==> config.mk <==
export PLATFORM = sky130hd
export DESIGN_NAME = maze_solver_param_flat
export DESIGN_NICKNAME = d
export VERILOG_FILES = /design/src/rtl/maze_pkg.sv /design/src/rtl/maze_solver_param_if.sv /design/src/rtl/maze_solver_param_dir_stack.sv /design/src/rtl/maze_solver_param.sv /design/src/flat_wrapper.sv
export SDC_FILE = /design/constraint.sdc
export NUM_CORES = 1
export LEC_CHECK = 0
export CORE_ASPECT_RATIO = 1.5
export CORE_UTILIZATION = 56
export DETAILED_ROUTE_END_ITERATION = 16
export GPL_TIMING_DRIVEN = 0
export PLACE_DENSITY = 0.77
export SLEW_MARGIN = 10
export SYNTH_ARGS = -nofsm -noshare
export SYNTH_HDL_FRONTEND = slang
export SYNTH_SLANG_ARGS = --single-unit
==> constraint.sdc <==
create_clock -name clk -period 3.3 [get_ports clk]
set_clock_uncertainty 0.2 [all_clocks]
set_input_delay 0.33 -clock clk [delete_from_list [all_inputs] [get_ports clk]]
set_output_delay 0.33 -clock clk [all_outputs]
set_load 0.005 [all_outputs]
==> src/rtl/maze_pkg.sv <==
// =====================================================================
// maze_pkg : shared types and direction helpers for maze_solver_param
// Rev 1.0
// =====================================================================
`default_nettype none

package maze_pkg;

  typedef enum logic [1:0] {
    DIR_L = 2'd0,
    DIR_D = 2'd1,
    DIR_R = 2'd2,
    DIR_U = 2'd3
  } dir_t;

  typedef enum logic [3:0] {
    IDLE  = 4'd0,
    CHK0  = 4'd1,
    W0    = 4'd2,
    PROBE = 4'd3,
    WAIT  = 4'd4,
    POP   = 4'd5,
    DONE  = 4'd6,
    FAIL  = 4'd7,
    RUN   = 4'd8
  } state_t;

  // L<->R and D<->U differ only in bit 1
  function automatic dir_t opposite(input dir_t d);
    return dir_t'(d ^ 2'b10);
  endfunction

  function automatic logic signed [1:0] row_step(input dir_t d);
    case (d)
      DIR_D:   return 2'sd1;
      DIR_U:   return -2'sd1;
      default: return 2'sd0;
    endcase
  endfunction

  function automatic logic signed [1:0] col_step(input dir_t d);
    case (d)
      DIR_R:   return 2'sd1;
      DIR_L:   return -2'sd1;
      default: return 2'sd0;
    endcase
  endfunction

endpackage

`default_nettype wire

==> src/rtl/maze_solver_param_if.sv <==
// =====================================================================
// maze_solver_param_if : control, maze RAM and move-stream bundle
// Rev 1.0
// =====================================================================
`default_nettype none

interface maze_solver_param_if #(
  parameter int AW = 4,
  parameter int SW = 5
);
  logic          start;
  logic          run;
  logic [AW-1:0] mem_addr;
  logic          mem_rd;
  logic          mem_wall;
  logic          busy;
  logic          done;
  logic          fail;
  logic          move_valid;
  logic [1:0]    move_dir;
  logic [SW-1:0] path_len;

  modport master (
    input  start, run, mem_wall,
    output mem_addr, mem_rd, busy, done, fail, move_valid, move_dir, path_len
  );

  modport slave (
    output start, run, mem_wall,
    input  mem_addr, mem_rd, busy, done, fail, move_valid, move_dir, path_len
  );
endinterface

`default_nettype wire

==> src/rtl/maze_solver_param_dir_stack.sv <==
// =====================================================================
// dir_stack : 2-bit LIFO holding the solution path, with replay read port
// Rev 1.0
// =====================================================================
`default_nettype none

module dir_stack
  import maze_pkg::*;
#(
  parameter int SW = 5
) (
  input  logic          clk,
  input  logic          rst,
  input  logic          clear,
  input  logic          push,
  input  logic          pop,
  input  dir_t          push_data,
  input  logic [SW-1:0] rd_idx,
  output dir_t          rd_data,
  output dir_t          top_data,
  output logic [SW-1:0] sp
);
  // Power-of-two storage so every SW-bit index is in range; depth >= ROWS*COLS
  localparam int DEPTH = 1 << SW;

  dir_t mem [DEPTH];

  always_ff @(posedge clk or negedge rst) begin
    if (!rst) begin
      sp <= '0;
    end else if (clear) begin
      sp <= '0;
    end else if (push) begin
      sp <= sp + SW'(1);
    end else if (pop) begin
      sp <= sp - SW'(1);
    end
  end

  always_ff @(posedge clk) begin
    if (push) begin
      mem[sp] <= push_data;
    end
  end

  assign rd_data  = mem[rd_idx];
  assign top_data = mem[sp - SW'(1)];

endmodule

`default_nettype wire

==> src/rtl/maze_solver_param.sv <==
// =====================================================================
// maze_solver_param : DFS rat-in-maze solver over external RAM, path replay
// Rev 1.0
// =====================================================================
`default_nettype none

module maze_solver_param
  import maze_pkg::*;
#(
  parameter int ROWS = 4,
  parameter int COLS = 4,
  parameter int AW   = (ROWS * COLS > 1) ? $clog2(ROWS * COLS) : 1,
  parameter int SW   = $clog2(ROWS * COLS + 1)
) (
  input logic                 clk,
  input logic                 rst,
  maze_solver_param_if.master bus
);
  localparam int RW = (ROWS > 1) ? $clog2(ROWS) : 1;
  localparam int CW = (COLS > 1) ? $clog2(COLS) : 1;
  localparam int VN = 1 << AW;

  state_t        state, state_nx;
  logic [RW-1:0] row, nb_row, bk_row;
  logic [CW-1:0] col, nb_col, bk_col;
  logic [2:0]    dir;
  logic [VN-1:0] visited;
  logic [SW-1:0] ridx, sp;
  logic [AW-1:0] nb_addr, rd_addr;
  logic          nb_ok, nb_goal, probe_go, launch, replay, push, pop, rd;
  dir_t          probe_d, top_d, rep_d;

  assign probe_d = dir_t'(dir[1:0]);

  always_comb begin
    nb_row = row + RW'(row_step(probe_d));
    nb_col = col + CW'(col_step(probe_d));
    case (probe_d)
      DIR_L:   nb_ok = (col != '0);
      DIR_D:   nb_ok = (int'(row) < ROWS - 1);
      DIR_R:   nb_ok = (int'(col) < COLS - 1);
      default: nb_ok = (row != '0);
    endcase
  end

  assign nb_addr  = AW'(int'(nb_row) * COLS + int'(nb_col));
  assign nb_goal  = (int'(nb_row) == ROWS - 1) && (int'(nb_col) == COLS - 1);
  assign probe_go = !dir[2] && nb_ok && !visited[nb_addr];

  // Backtracking undoes the popped move
  assign bk_row = row + RW'(row_step(opposite(top_d)));
  assign bk_col = col + CW'(col_step(opposite(top_d)));

  assign launch = bus.start && (state == IDLE || state == DONE || state == FAIL);
  assign replay = bus.run && !bus.start && (state == DONE);
  assign push   = (state == WAIT) && !bus.mem_wall;
  assign pop    = (state == POP) && (sp != '0);

  always_ff @(posedge clk or negedge rst) begin
    if (!rst) begin
      state <= IDLE;
    end else begin
      state <= state_nx;
    end
  end

  always_comb begin
    state_nx = state;
    rd       = 1'b0;
    rd_addr  = '0;
    case (state)
      IDLE, FAIL: begin
        if (launch) state_nx = CHK0;
      end
      DONE: begin
        if (launch)      state_nx = CHK0;
        else if (replay) state_nx = RUN;
      end
      CHK0: begin
        rd       = 1'b1;
        state_nx = W0;
      end
      W0: begin
        if (bus.mem_wall)         state_nx = FAIL;
        else if (ROWS * COLS == 1) state_nx = DONE;
        else                       state_nx = PROBE;
      end
      PROBE: begin
        if (dir[2]) begin
          state_nx = POP;
        end else if (probe_go) begin
          rd       = 1'b1;
          rd_addr  = nb_addr;
          state_nx = WAIT;
        end
      end
      WAIT: begin
        if (!bus.mem_wall && nb_goal) state_nx = DONE;
        else                          state_nx = PROBE;
      end
      POP: begin
        state_nx = (sp == '0) ? FAIL : PROBE;
      end
      RUN: begin
        if (sp == '0 || ridx == sp - SW'(1)) state_nx = DONE;
      end
      default: state_nx = IDLE;
    endcase
  end

  always_ff @(posedge clk or negedge rst) begin
    if (!rst) begin
      row     <= '0;
      col     <= '0;
      dir     <= '0;
      visited <= '0;
      ridx    <= '0;
    end else begin
      case (state)
        IDLE, DONE, FAIL: begin
          if (launch) begin
            row     <= '0;
            col     <= '0;
            dir     <= '0;
            visited <= '0;
          end else if (replay) begin
            ridx <= '0;
          end
        end
        W0: begin
          if (!bus.mem_wall) visited[0] <= 1'b1;
        end
        PROBE: begin
          if (!dir[2] && !probe_go) dir <= dir + 3'd1;
        end
        WAIT: begin
          if (bus.mem_wall) begin
            dir <= dir + 3'd1;
          end else begin
            row              <= nb_row;
            col              <= nb_col;
            visited[nb_addr] <= 1'b1;
            dir              <= '0;
          end
        end
        POP: begin
          if (sp != '0) begin
            row <= bk_row;
            col <= bk_col;
            dir <= {1'b0, top_d} + 3'd1;
          end
        end
        RUN: begin
          ridx <= ridx + SW'(1);
        end
        default: ;
      endcase
    end
  end

  dir_stack #(
    .SW(SW)
  ) u_stack (
    .clk      (clk),
    .rst      (rst),
    .clear    (launch),
    .push     (push),
    .pop      (pop),
    .push_data(probe_d),
    .rd_idx   (ridx),
    .rd_data  (rep_d),
    .top_data (top_d),
    .sp       (sp)
  );

  assign bus.mem_rd     = rd;
  assign bus.mem_addr   = rd_addr;
  assign bus.busy       = !(state == IDLE || state == DONE || state == FAIL);
  assign bus.done       = (state == DONE) || (state == RUN);
  assign bus.fail       = (state == FAIL);
  assign bus.move_valid = (state == RUN) && (sp != '0);
  assign bus.move_dir   = bus.move_valid ? rep_d : DIR_L;
  assign bus.path_len   = sp;

endmodule

`default_nettype wire

==> src/flat_wrapper.sv <==
// flat-port wrapper written by rule: the top's interface ports become plain ports
module maze_solver_param_flat import maze_pkg::*;
#(
  parameter int ROWS = 4,
  parameter int COLS = 4,
  parameter int AW   = (ROWS * COLS > 1) ? $clog2(ROWS * COLS) : 1,
  parameter int SW   = $clog2(ROWS * COLS + 1)
)
  (clk, rst, bus_start, bus_run, bus_mem_wall, bus_mem_addr, bus_mem_rd, bus_busy, bus_done, bus_fail, bus_move_valid, bus_move_dir, bus_path_len);
  maze_solver_param_if #(.AW(AW), .SW(SW)) bus_i ();
  input logic clk;
  input logic rst;
  input wire logic [$bits(bus_i.start)-1:0] bus_start;
  input wire logic [$bits(bus_i.run)-1:0] bus_run;
  input wire logic [$bits(bus_i.mem_wall)-1:0] bus_mem_wall;
  output wire logic [$bits(bus_i.mem_addr)-1:0] bus_mem_addr;
  output wire logic [$bits(bus_i.mem_rd)-1:0] bus_mem_rd;
  output wire logic [$bits(bus_i.busy)-1:0] bus_busy;
  output wire logic [$bits(bus_i.done)-1:0] bus_done;
  output wire logic [$bits(bus_i.fail)-1:0] bus_fail;
  output wire logic [$bits(bus_i.move_valid)-1:0] bus_move_valid;
  output wire logic [$bits(bus_i.move_dir)-1:0] bus_move_dir;
  output wire logic [$bits(bus_i.path_len)-1:0] bus_path_len;
  assign bus_i.start = bus_start;
  assign bus_i.run = bus_run;
  assign bus_i.mem_wall = bus_mem_wall;
  assign bus_mem_addr = bus_i.mem_addr;
  assign bus_mem_rd = bus_i.mem_rd;
  assign bus_busy = bus_i.busy;
  assign bus_done = bus_i.done;
  assign bus_fail = bus_i.fail;
  assign bus_move_valid = bus_i.move_valid;
  assign bus_move_dir = bus_i.move_dir;
  assign bus_path_len = bus_i.path_len;
  maze_solver_param #(.ROWS(ROWS), .COLS(COLS), .AW(AW), .SW(SW)) u_core (.clk(clk), .rst(rst), .bus(bus_i));
endmodule
==> results.sh, run 1 <==
export IMPL_crit_arrival_ns=3.10
export IMPL_grt_usage_pct=30.0
export IMPL_min_path_type="input pin to asynchronous set/reset pin"
export IMPL_synth_simple_area_share_pct=13.5
export IMPL_start_util_pct=57.7
export IMPL_ff_latch_area_um2=2860
export IMPL_grt_pass1_wl_um=24100
export IMPL_gp_congestion=0.922
export IMPL_synth_compound_area_share_pct=8.26
export IMPL_ys_warn_count=0
export IMPL_startpoint="u_core.dir[0]"
export IMPL_fin_hold_ws_ns=0.173
export IMPL_cts_root_buf="clkbuf_16"
export IMPL_yosys_top_cells_area="edfxtp_1 (33%), dfrtp_1 (16%), mux4_2 (15%)"
export IMPL_p_sw_uw=3110
export IMPL_worst_endpoint_required_ns=2.77
export IMPL_die_w_um=85.4
export IMPL_grt_max_degree=28
export IMPL_ys_types=57
export IMPL_comb_power_share_pct=61.8
export IMPL_vias_per_cell=6.78
export IMPL_vias=4398
export IMPL_fin_crit_sh_pct=110
export IMPL_final_util_pct=67.9
export IMPL_period_minus_slack_ns=3.63
export IMPL_antenna_found_initial=0
export IMPL_cts_made_buffers=9
export IMPL_area_growth_syn_to_layout_pct=17.7
export IMPL_ys_seq_area_share_pct=48.7
export IMPL_synthMuxAreaShare_pct=18.6
export IMPL_yosysTopAreaCellShare_pct=32.9
export IMPL_syn_cell_area_um2=5840
export IMPL_synth_top_area_cell="edfxtp_1"
export IMPL_rows=45
export IMPL_fill_cells=689
export IMPL_synth_seq_cells=101
export IMPL_drt_iter0_markers=420
export IMPL_clock_path_buffers=2
export IMPL_fin_nets=546
export IMPL_htreeDepth=3
export IMPL_power_leakage_uw=0.00250
export IMPL_grt_pass1_vias=4466
export IMPL_synthAdderAreaFrac_pct=3.00
export IMPL_dpl_hpwl_um=10400
export IMPL_p_clk_share_pct=14.3
export IMPL_routed_wl_um=15300
export IMPL_wl_per_cell_um=23.5
export IMPL_diodes=0
export IMPL_start_kind="register"
export IMPL_slew_violations=0
export IMPL_gr_total_overflow=0
export IMPL_p_int_uw=4170
export IMPL_first_pass_iters=8
export IMPL_clkTransAtPathRegs_ns=0.08
export IMPL_async_reset_ff_share_pct=36.6
export IMPL_io_buffers=19
export IMPL_pin_count=21
export IMPL_syn_area_per_cell_um2=12.2
export IMPL_switching_share_pct=42.7
export IMPL_synth_xor_area_share_pct=4.60
export IMPL_cts_tree="done"
export IMPL_power_density_nw_per_um2=1060
export IMPL_critPathMaxFanout=8
export IMPL_multi_input_area_um2=2960
export IMPL_hold_viol=0
export IMPL_r2r_slack_ns=-0.18
export IMPL_r2r_end="u_core.state[2]"
export IMPL_peakVddDrop_mv=0.517
export IMPL_r2r_cells=13
export IMPL_worst_pin_slew_ns=0.983
export IMPL_die_area_um2=10900
export IMPL_synth_edf_count=64
export IMPL_cp_endpoint="bus_mem_rd"
export IMPL_critPathKind="register to output port"
export IMPL_maxCapViolations=0
export IMPL_synthCells=479
export IMPL_synthFlopType="edfxtp_1"
export IMPL_synth_top_family_by_area="multiplexers"
export IMPL_r2r_start="u_core.dir[0]"
export IMPL_drive_above_1_share_pct=26.1
export IMPL_violations="negative setup slack"
export IMPL_clk_latency_ns=0.36
export IMPL_synth_nets=498
export IMPL_p_seq_share_pct=23.9
export IMPL_layout_setup_ws_ns=-0.325
export IMPL_clock_sinks=101
export IMPL_fp_coreArea_um2=10100
export IMPL_drc=0
export IMPL_status="finished, violations left"
export IMPL_rsz0062_at_grt="true"
export IMPL_finalSetupViolCount=10
export IMPL_timing_fmax_ghz=0.276
export IMPL_max_slew_margin_pct=33.6
export IMPL_cp_end_kind="output port"
export IMPL_final_common_cell="nor2_1"
export IMPL_layout_common_cells="nor2_1 (71), edfxtp_1 (64), mux4_2 (38)"
export IMPL_dieHeight_um=127
export IMPL_antenna_left=0
==> per-layer routing <==
metal  up-vias  track usage, %  part of all wire (%)
met3        59            6.01                   7.5
li1       1908               -                     -
met2       265            54.7                    55
met4         0            13.7                   4.1
met1      2166            33.2                    33
met5         -               0                     0
==> kinds of logic after synthesis <==
group	Yosys count
AO/OA/AOI/OAI	73
XOR/XNOR	25
adder cells (fa/ha/maj)	14
buffers and inverters	46
flip-flops	101
multiplexers	59
AND/OR/NAND/NOR	161
==> cell type report <==
class | instances | share of cell area (%)
timing repair buffer | 40 | 5.11
inverter | 12 | 0.709
sequential | 101 | 41.6
clock inverter | 7 | 0.873
buffer | 31 | 3.27
tap | 117 | 2.13
multi-input combinational | 332 | 43.1
clock buffer | 9 | 3.27
==> through the flow <==
| stage | setup slack, ns | cells | instance area [um2] | setup TNS, ns | power, uW |
|---|---|---|---|---|---|
| 5_1_grt | -0.400 | 649 | 6880 | -2.73 | 7670 |
| 3_5_place_dp | -1.21 | 616 | 6210 | -12.75 | 5490 |
| 6_report | -0.325 | 649 | 6880 | -1.94 | 7280 |
| 2_1_floorplan | 0.0299 | 479 | 5860 | 0 | 4530 |
| 4_1_cts | -0.253 | 650 | 6800 | -1.38 | 7080 |
| 3_3_place_gp | -1.09 | 615 | 6200 | -10.82 | 5380 |
==> sequential cells by signal, summed over array words and instances (netlist names) <==
name                count
u_core.col              2
u_core.dir              3
u_core.ridx             5
u_core.row              2
u_core.state            4
u_core.u_stack.mem     64
u_core.u_stack.sp       5
u_core.visited         16
==> cell usage after synthesis, types with 2 or more instances <==
master	instances
o31ai_1	7
a32oi_1	3
nor4_1	2
nor2b_1	4
nand3b_1	5
mux2_2	3
or2_2	3
nor4b_1	2
a22o_1	2
nor2_1	75
a211oi_1	4
mux4_2	38
or3b_2	3
nand2_1	24
xnor3_1	2
nor3b_1	5
xnor2_1	11
edfxtp_1	64
nand3_1	7
mux2i_1	16
or3_1	3
buf_1	3
and2_1	2
inv_1	11
buf_2	9
nand4_1	3
o32ai_1	2
buf_4	3
o22ai_1	4
clkbuf_1	19
dfrtp_1	37
a21o_1	3
o21ai_0	8
a31oi_1	16
nor3_1	11
ha_1	14
nand2b_1	7
a21oi_1	16
xor2_1	10
==> power groups by stage <==
stage                     logic (uW)  clock network, uW  registers, uW
after global routing            4820               1090           1760
after floorplan                 2800                  0           1720
after CTS                       4320               1040           1720
after global placement          3590                  0           1790
final                           4500               1040           1740
after detailed placement        3690                  0           1810
==> how the worst min path moves through the flow <==
| stage | from | endpoint | slack (ns) | depth (start not counted) |
|---|---|---|---|---|
| 3_3_place_gp | u_core.visited[9] | u_core.visited[9] | 0.28 | 2 |
| 2_1_floorplan | rst | u_core.col[0] | -0.17 | 0 |
| 6_report | rst | u_core.visited[3] | 0.17 | 2 |
| 4_1_cts | rst | u_core.visited[8] | 0.19 | 2 |
| 3_5_place_dp | rst | u_core.visited[8] | 0.02 | 1 |
| 5_1_grt | rst | u_core.visited[13] | 0.21 | 2 |
==> timing repair <==
action                                 in CTS  in global routing
endpoints found under the hold margin      37                  0
hold buffers                                1                  0
resized for setup                          67                 19
pin swaps                                   9                  7
buffers inserted                           19                  0
setup endpoints to repair                  30                 82
==> worst max-delay path, cell delays in order, from the launching register on <==
cell	delay, ns
dfrtp_4	0.52
ha_1	0.21
buf_2	0.18
or2_2	0.31
ha_4	0.33
inv_1	0.14
nor2_4	0.20
a32oi_1	0.13
nand4_1	0.18
nand2_2	0.10
buf_6	0.13
a211oi_2	0.16
buf_2	0.15
(Power assumes the default switching activity.)
==> run 2, diff against run 1 <==
--- a/config.mk
+++ b/config.mk
@@ -6,10 +6,11 @@
 export NUM_CORES = 1
 export LEC_CHECK = 0
 export CORE_ASPECT_RATIO = 1.5
-export CORE_UTILIZATION = 56
+export CORE_MARGIN = 2
+export CORE_UTILIZATION = 62
 export DETAILED_ROUTE_END_ITERATION = 16
 export GPL_TIMING_DRIVEN = 0
-export PLACE_DENSITY = 0.77
+export PLACE_DENSITY = 0.81
 export SLEW_MARGIN = 10
 export SYNTH_ARGS = -nofsm -noshare
 export SYNTH_HDL_FRONTEND = slang
==> constraint.sdc (replaced) <==
create_clock -name clk -period 3.58 [get_ports clk]
set_clock_uncertainty 0.2 [all_clocks]
set_input_delay 0.358 -clock clk [delete_from_list [all_inputs] [get_ports clk]]
set_output_delay 0.358 -clock clk [all_outputs]
set_load 0.005 [all_outputs]
==> results.sh, run 2 (synthesis results as in run 1) <==
export IMPL_worst_pin_slew_ns=0.966
export IMPL_wl_per_cell_um=23.5
export IMPL_final_util_pct=74.4
export IMPL_final_common_cell="nor2_1"
export IMPL_dpl_hpwl_um=10300
export IMPL_fp_coreArea_um2=9200
export IMPL_drt_iter0_markers=449
export IMPL_largest_reg_flops=64
export IMPL_rows=43
export IMPL_gp_congestion=0.885
export IMPL_slowest_stage="dfrtp_4"
export IMPL_cp_slowest_stage_delay_ns=0.53
export IMPL_timing_fmax_ghz=0.276
export IMPL_peakVddDrop_mv=0.665
export IMPL_critPathMaxFanout=8
export IMPL_period_minus_slack_ns=3.62
export IMPL_pin_count=21
export IMPL_fin_hold_ws_ns=0.171
export IMPL_layout_common_cells="nor2_1 (72), edfxtp_1 (64), mux4_2 (38)"
export IMPL_slew_violations=0
export IMPL_start_kind="register"
export IMPL_maxCapViolations=0
export IMPL_critPathKind="register to register"
export IMPL_clock_sinks=101
export IMPL_grt_usage_pct=30.1
export IMPL_io_buffers=19
export IMPL_instances_no_fill=648
export IMPL_area_growth_syn_to_layout_pct=17.1
export IMPL_antenna_left=0
export IMPL_grt_pass1_wl_um=23100
export IMPL_crit_chain="ha_1 -> buf_6 -> or2_4 -> ha_4 -> xnor3_2 -> nor2_4 -> o221ai_1 -> nand4_1 -> buf_4 -> buf_4 -> buf_4 -> a21oi_4 -> o21ai_0 -> o22ai_1"
export IMPL_power_leakage_uw=0.00248
export IMPL_diodes=0
export IMPL_start_util_pct=63.5
export IMPL_vias=4447
export IMPL_die_area_um2=10200
export IMPL_crit_arrival_ns=3.61
export IMPL_largest_register="u_core.u_stack.mem"
export IMPL_htreeDepth=3
export IMPL_grt_pass1_vias=4371
export IMPL_drive_above_1_share_pct=26.3
export IMPL_layout_setup_ws_ns=-0.0383
export IMPL_drc=0
export IMPL_hold_viol=0
export IMPL_worst_endpoint_required_ns=3.58
export IMPL_fin_crit_sh_pct=101
export IMPL_power_uw=6750
export IMPL_gr_total_overflow=0
export IMPL_die_w_um=83.3
export IMPL_cp_top_family="compound AO/OA/AOI/OAI gates"
export IMPL_cts_tree="done"
export IMPL_top_regs="u_core.u_stack.mem (64), u_core.visited (16)"
export IMPL_clkTransAtPathRegs_ns=0.07
export IMPL_power_density_nw_per_um2=986
export IMPL_vias_per_cell=6.86
export IMPL_grt_max_degree=33
export IMPL_path_buf_inv=4
export IMPL_cts_made_buffers=9
export IMPL_status="finished, violations left"
export IMPL_placed_cells=611
export IMPL_cts_root_buf="clkbuf_16"
export IMPL_cpMostUsedCell="buf_4"
export IMPL_finalSetupViolCount=3
export IMPL_violations="negative setup slack"
export IMPL_antenna_found_initial=0
export IMPL_cp_end_kind="register"
export IMPL_fin_nets=550
export IMPL_routed_wl_um=15200
export IMPL_first_pass_iters=6
export IMPL_clock_path_buffers=2
export IMPL_max_slew_margin_pct=34.7
export IMPL_dieHeight_um=123
export IMPL_clk_latency_ns=0.35
export IMPL_min_path_type="input pin to asynchronous set/reset pin"
run 2: final cells by class:
cell class | count | area [um2]
well taps | 112 | 140
clock inverters | 7 | 58.8
multi-input cells | 332 | 2960
inverters | 12 | 51.3
repair buffers | 43 | 372
clock buffers | 9 | 225
plain buffers | 32 | 184
flip-flops and latches | 101 | 2860
fillers | 595 | 2360
run 2: where the power goes:
group	total, uW	internal, uW	leakage, uW	switching (uW)
clock	933	481	0.000133	452
combinational	4220	1920	0.00127	2300
sequential	1600	1450	0.00108	148
run 2: per-layer routing:
metal | GRT usage [%] | wire (um)
met2 | 54.6 | 8270
met4 | 17.0 | 812
met3 | 4.21 | 1050
met1 | 34.4 | 5110
met5 | 0 | 0
run 2: what timing repair did:
item                                    CTS  global route
gates resized for setup                  41            35
hold endpoints to repair                 37             0
endpoints found under the setup margin   27            15
hold buffers                              1             0
setup buffers                            11            11
pin swaps                                 4            10
run 2: final timing paths:
check | from | to | slack [ns] | depth (start not counted)
worst max-delay path | u_core.dir[1] | u_core.dir[1] | -0.04 | 14
worst min-delay path | rst | u_core.visited[10] | 0.17 | 2
worst max register to register | u_core.dir[1] | u_core.dir[1] | -0.04 | 14
worst min register to register | u_core.visited[8] | u_core.visited[8] | 0.30 | 2
max in group asynchronous | rst | u_core.dir[0] | 2.58 | 3
min in group clk | u_core.visited[8] | u_core.visited[8] | 0.30 | 2
run 2: metrics by stage:
stage               worst slack [ns]  instance area, um2  TNS (ns)
floorplan                     0.0163                5850         0
global placement               -1.07                6180     -9.70
detailed placement             -1.27                6190    -12.64
CTS                          -0.0229                6670   -0.0229
global route                 -0.0434                6840    -0.119
finish                       -0.0383                6840   -0.0839
